**src/rtl/keccak_mask_pkg.sv**
```systemverilog
// Shared sizing helpers and share compression for the masked Keccak datapath.
// Share i of a bit is the XOR of expanded shares i*(d+1)+j over j.
package keccak_mask_pkg;

  // Widest masking order the compression helper supports.
  localparam int MAX_D    = 3;
  localparam int MAX_NSH  = MAX_D + 1;
  localparam int MAX_NEXP = MAX_NSH * MAX_NSH;

  function automatic int NSH(input int order);
    return order + 1;
  endfunction

  function automatic int NEXP(input int order);
    return (order + 1) ** 2;
  endfunction

  // Only bits below nsh*nsh of x are read, and only the low nsh bits of the result are meaningful.
  function automatic logic [MAX_NSH-1:0] compress_shares(input logic [MAX_NEXP-1:0] x,
                                                         input int nsh);
    logic [MAX_NSH-1:0] r;
    logic               bit_v;
    r = '0;
    for (int i = 0; i < MAX_NSH; i++) begin
      for (int j = 0; j < MAX_NSH; j++) begin
        bit_v = ^(x & (MAX_NEXP'(1) << (i * nsh + j)));
        if (i < nsh && j < nsh) r = r ^ (MAX_NSH'(bit_v) << i);
      end
    end
    return r;
  endfunction

endpackage

```
**src/rtl/keccak_share_reg_stage.sv**
```systemverilog
// Generic elastic valid/ready register stage; data loads only on a handshake.
module keccak_share_reg_stage #(
  parameter int W = 8
) (
  input  logic         clk,
  input  logic         rst_n,
  input  logic         in_valid,
  output logic         in_ready,
  input  logic [W-1:0] in_data,
  output logic         out_valid,
  input  logic         out_ready,
  output logic [W-1:0] out_data
);

  logic load;

  assign in_ready = !out_valid || out_ready;
  assign load     = in_valid && in_ready;

  always_ff @(posedge clk or negedge rst_n) begin
    if (!rst_n) begin
      out_valid <= 1'b0;
      out_data  <= '0;
    end else if (load) begin
      out_valid <= 1'b1;
      out_data  <= in_data;
    end else if (out_ready) begin
      out_valid <= 1'b0;
    end
  end

endmodule

```
**src/rtl/keccak_share_compress.sv**
```systemverilog
// Registered compression of (d+1)^2 expanded chi shares back to d+1 shares per bit.
// Stage 1 is a bare register so recombination never sees glitching S-box outputs.
module keccak_share_compress
  import keccak_mask_pkg::*;
#(
  parameter int d = 2
) (
  input  logic                 clk,
  input  logic                 rst_n,
  input  logic                 in_valid,
  output logic                 in_ready,
  input  logic [NEXP(d)-1:0]   ap,
  input  logic [NEXP(d)-1:0]   bp,
  input  logic [NEXP(d)-1:0]   cp,
  input  logic [NEXP(d)-1:0]   dp,
  input  logic [NEXP(d)-1:0]   ep,
  output logic                 out_valid,
  input  logic                 out_ready,
  output logic [NSH(d)-1:0]    a,
  output logic [NSH(d)-1:0]    b,
  output logic [NSH(d)-1:0]    c,
  output logic [NSH(d)-1:0]    e,
  output logic [NSH(d)-1:0]    dd
);

  localparam int NS = NSH(d);
  localparam int NE = NEXP(d);

  logic              v1;
  logic              ready2;
  logic [5*NE-1:0]   s1_q;
  logic [5*NS-1:0]   s2_d;
  logic [5*NS-1:0]   s2_q;
  logic [MAX_NEXP-1:0] exp_v;

  keccak_share_reg_stage #(.W(5*NE)) u_s1 (
    .clk       (clk),
    .rst_n     (rst_n),
    .in_valid  (in_valid),
    .in_ready  (in_ready),
    .in_data   ({ep, dp, cp, bp, ap}),
    .out_valid (v1),
    .out_ready (ready2),
    .out_data  (s1_q)
  );

  always_comb begin
    s2_d  = '0;
    exp_v = '0;
    for (int k = 0; k < 5; k++) begin
      exp_v          = '0;
      exp_v[NE-1:0]  = s1_q[k*NE +: NE];
      s2_d[k*NS +: NS] = NS'(compress_shares(exp_v, NS));
    end
  end

  keccak_share_reg_stage #(.W(5*NS)) u_s2 (
    .clk       (clk),
    .rst_n     (rst_n),
    .in_valid  (v1),
    .in_ready  (ready2),
    .in_data   (s2_d),
    .out_valid (out_valid),
    .out_ready (out_ready),
    .out_data  (s2_q)
  );

  assign a  = s2_q[0*NS +: NS];
  assign b  = s2_q[1*NS +: NS];
  assign c  = s2_q[2*NS +: NS];
  assign dd = s2_q[3*NS +: NS];
  assign e  = s2_q[4*NS +: NS];

endmodule

```
**config.mk**
```make
export PLATFORM = sky130hd
export DESIGN_NAME = keccak_share_compress
export DESIGN_NICKNAME = d
export VERILOG_FILES = /design/src/rtl/keccak_mask_pkg.sv /design/src/rtl/keccak_share_reg_stage.sv /design/src/rtl/keccak_share_compress.sv
export SDC_FILE = /design/constraint.sdc
export NUM_CORES = 1
export LEC_CHECK = 0
export CAP_MARGIN = 20
export CORE_ASPECT_RATIO = 0.75
export CORE_MARGIN = 2
export CORE_UTILIZATION = 40
export CTS_BUF_LIST = sky130_fd_sc_hd__clkbuf_8 sky130_fd_sc_hd__clkbuf_16
export CTS_CLUSTER_SIZE = 28
export DETAILED_ROUTE_END_ITERATION = 16
export GPL_TIMING_DRIVEN = 0
export PLACE_DENSITY_LB_ADDON = 0.12
export SETUP_SLACK_MARGIN = 0.5
export SLEW_MARGIN = 20
export SYNTH_ARGS = -nofsm -noshare
export SYNTH_HDL_FRONTEND = slang
export SYNTH_HIERARCHICAL = 1
export SYNTH_SLANG_ARGS = --single-unit
export TNS_END_PERCENT = 100
```
**constraint.sdc**
```tcl
create_clock -name clk -period 1.55 [get_ports clk]
set_clock_uncertainty 0.05 [all_clocks]
set_input_delay 0.155 -clock clk [delete_from_list [all_inputs] [get_ports clk]]
set_output_delay 0.155 -clock clk [all_outputs]
set_load 0.01 [all_outputs]
```
==> results by group <==
Synthesis
  – XOR/XNOR share of the synthesized area: 0.123
  – Yosys Warn Count: 6
  – Synth Area in Compound Gates: 0
  – Post-synthesis sequential area ratio: 0.535
  – Syn Inst Count: around 150
  – Syn Nets: a little under 200
  – Post-synthesis adder-cell area fraction: 0
  – Synthesized cell area: a little under 0.003 mm^2
  – Simple-Gate Fraction of Synth Area: 0.0220
  – Synthesis-stage register bit count: 62
  – Mean Syn Cell Area: around 20 um^2
  – Yosys cell types: 10
  – Mux cell area share after synthesis: 0.298
  – Main combinational cell family by area after synthesis: multiplexers

Floorplanning
  – Die Width: between 100 and 150 um
  – Die area: roughly 0.0080 mm^2
  – Number of cell rows: 26
  – Initial Utilization: 0.419
  – Die Y: 77.7 um
  – Core ar.: about 0.0069 mm^2
  – Io pins: 66

STA
  – Relative slew slack: 0.746
  – Fmax: ~710 MHz
  – Worst hold slack: roughly 0.25 ns
  – Measured slew at the worst slew-check pin: ~0.38 ns
  – # setup viols final: 0
  – PnR worst setup slack: 0.147 ns
  – Final hold violation count: 0
  – Min Tclk post-route: 1.40 ns
  – Slew Limit Fails: 0
  – RSZ-0062 raised after global routing: true
  – Tcrit/Tclk final: 0.905

Setup path
  – CP Data Arrival Time: approximately 1.6 ns
  – Critical Path End Type: flip-flop
  – Largest stage delay, worst path: between 0.4 and 0.5 ns
  – Most used cell, CP: nand2b_4
  – Worst-path cell chain: nand2b_4, nand2b_4, nand2_8, buf_12, mux2_4
  – WS Path Type: flip-flop to flip-flop
  – Slowest CP cell: dfrtp_1
  – Worst setup SP type: flip-flop
  – Crit-path max FO: 10
  – Req. time, crit path: roughly 1.7 ns

Clock tree
  – H-tree Lvls: 3
  – CTS Sinks: 62
  – Root Buffer: clkbuf_8
  – CTS tree: done
  – Worst skew pair latency: 0.33 ns
  – CTS Buffer Depth: 2
  – Total CTS buffers: 9
  – Worst-path clk slew: around 0.060 ns

GRT
  – GRT met1 Usage: 0.195
  – Number of global-route vias before repair: 1,724
  – Largest net degree at the start of global routing: 36
  – Initial antenna violation count: 0
  – GR Layer Usage met2: 0.229
  – Total gr overflow: 0
  – Global-route usage over all layers: 0.151
  – Met3 Resource Use GR: 0.0595
  – First-pass GRT wire length: approximately 8.8 mm
  – GRT Max-Usage Layer: met2

Finish
  – Final instance count without filler cells: roughly 350
  – Fin nets: around 300
  – Synthesis-to-layout area growth: 40.1%
  – Antenna Cells: 0
  – Fraction of layout cells with a size suffix above 1: 0.486

Pwr
  – Sequential share of power: 0.406
  – Combinational share of power: 0.335
  – P_leak: ~2.0 nW
  – P_int: 4.12 mW
  – Share of total power in the clock network: 0.258
  – Switching share of total power: 0.251
  – PwrDens: about 1400 mW/mm^2
  – Sw Pwr: about 1.4 mW
  – Max VDD drop: between 0.8 and 0.9 mV

Detailed routing
  – Drt pass-1 iters: 4
  – Final ANT Viol Nets: 0
  – WL final: approximately 5.6 mm
  – Routed vias/inst: roughly 4.5
  – Starting DRT DRC Count: 29
  – Wirelength per Cell: roughly 16 um
  – # DRC: 0
  – DR vias: between 1.5k and 2k

Placement
  – Hpwl dp: approximately 3.5 mm
  – Final GP Congestion: approximately 0.74
  – Setup WS pre-CTS: -0.149 ns
  – Placed cell count: ~310
  – Input/output buffers: 65

Worst hold path
  – Hold Path Class: input pin to async pin

Job
  – Max-cap viol count: 0

Run status
  – Outcome: completed
## worst paths after layout
| path | startpoint | end | slack [ns] | depth (start not counted) |
|---|---|---|---|---|
| setup reg to reg | u_s2/out_valid | u_s1/out_data[27] | 0.15 | 5 |
| max in group asynchronous | rst_n | u_s1/out_data[39] | 0.68 | 3 |
| min in group clk | ep[5] | u_s1/out_data[41] | 0.38 | 2 |
| hold / removal | rst_n | u_s2/out_data[12] | 0.25 | 2 |
| setup / recovery | u_s2/out_valid | u_s1/out_data[27] | 0.15 | 5 |
| hold reg to reg | u_s2/out_data[12] | u_s2/out_data[12] | 0.46 | 1 |
## cells by family after synthesis
logic type	after synthesis
flip-flops	62
buffers and inverters	5
XOR/XNOR	15
AND/OR/NAND/NOR	6
multiplexers	60
## cells in the final DEF (no fill, tap or decap), drive strengths merged
| cell type | instances |
|---|---|
| dlygate4sd3 | 1 |
| bufinv | 1 |
| or2b | 1 |
| clkinv | 3 |
| inv | 1 |
| xor3 | 15 |
| dfrtp | 62 |
| nand2 | 2 |
| nand2b | 3 |
| mux2 | 60 |
| buf | 41 |
| clkbuf | 12 |
| clkdlybuf4s50 | 47 |
## layer usage
metal / share of wire / routed length (um) / vias up
met5: 0 / 0 / -
met3: 0.056 / 309 / 10
li1: - / - / 714
met2: 0.46 / 2580 / 49
met4: 0.017 / 97 / 0
met1: 0.46 / 2570 / 778
## timing repair
item / CTS / global route
buffers inserted: 11 / 6
gates cloned: 0 / 1
hold buffers: 1 / 0
resized for setup: 79 / 1
endpoints found under the hold margin: 27 / 0
endpoints found under the setup margin: 77 / 77
## cell type report
cell class | instances | area [um^2]
Fill cell | 558 | 2870
Sequential cell | 62 | 1550
Multi-Input combinational cell | 81 | 1310
Timing Repair Buffer | 85 | 781
Clock buffer | 11 | 151
Tap cell | 98 | 123
Buffer | 5 | 100
Clock inverter | 5 | 48.8
## cells in the mapped netlist
cell type / number / area share
buf_12: 1 / 0.0069
nand2_4: 2 / 0.0078
or2b_1: 1 / 0.0026
mux2_2: 10 / 0.039
xor3_1: 15 / 0.12
mux2_4: 50 / 0.26
nand2b_4: 2 / 0.0095
nand2b_1: 1 / 0.0022
dfrtp_1: 62 / 0.53
buf_6: 4 / 0.016
## power groups by stage
stage	registers, mW	clock network, mW	logic (mW)
after floorplan	2.31	0	0.948
after global placement	2.24	0	1.68
after detailed placement	2.26	0	1.72
after CTS	2.23	1.47	1.72
after global routing	2.28	1.55	1.96
final	2.24	1.42	1.84
## registers in the layout (all words and copies together) (netlist names)
name,count
u_s1/out_data,45
u_s2/out_data,15
u_s1/out_valid,1
u_s2/out_valid,1
## worst max-delay path, delay by kind of cell (launching register included)
family / cells / cell delay [ns]
buffers and inverters: 1 / 0.17
flip-flops: 1 / 0.41
multiplexers: 1 / 0.30
AND/OR/NAND/NOR: 3 / 0.34
## stage by stage
step           setup TNS (ns)   util  instance area [um^2]  total power, mW
6_report                    0  0.586                  4060             5.50
5_1_grt                     0  0.586                  4060             5.79
4_1_cts                     0  0.575                  3990             5.41
3_5_place_dp            -5.82  0.536                  3710             3.98
3_3_place_gp          -104.59  0.534                  3700             3.92
2_1_floorplan               0      -                  2920             3.26
(Power assumes the default switching activity.)
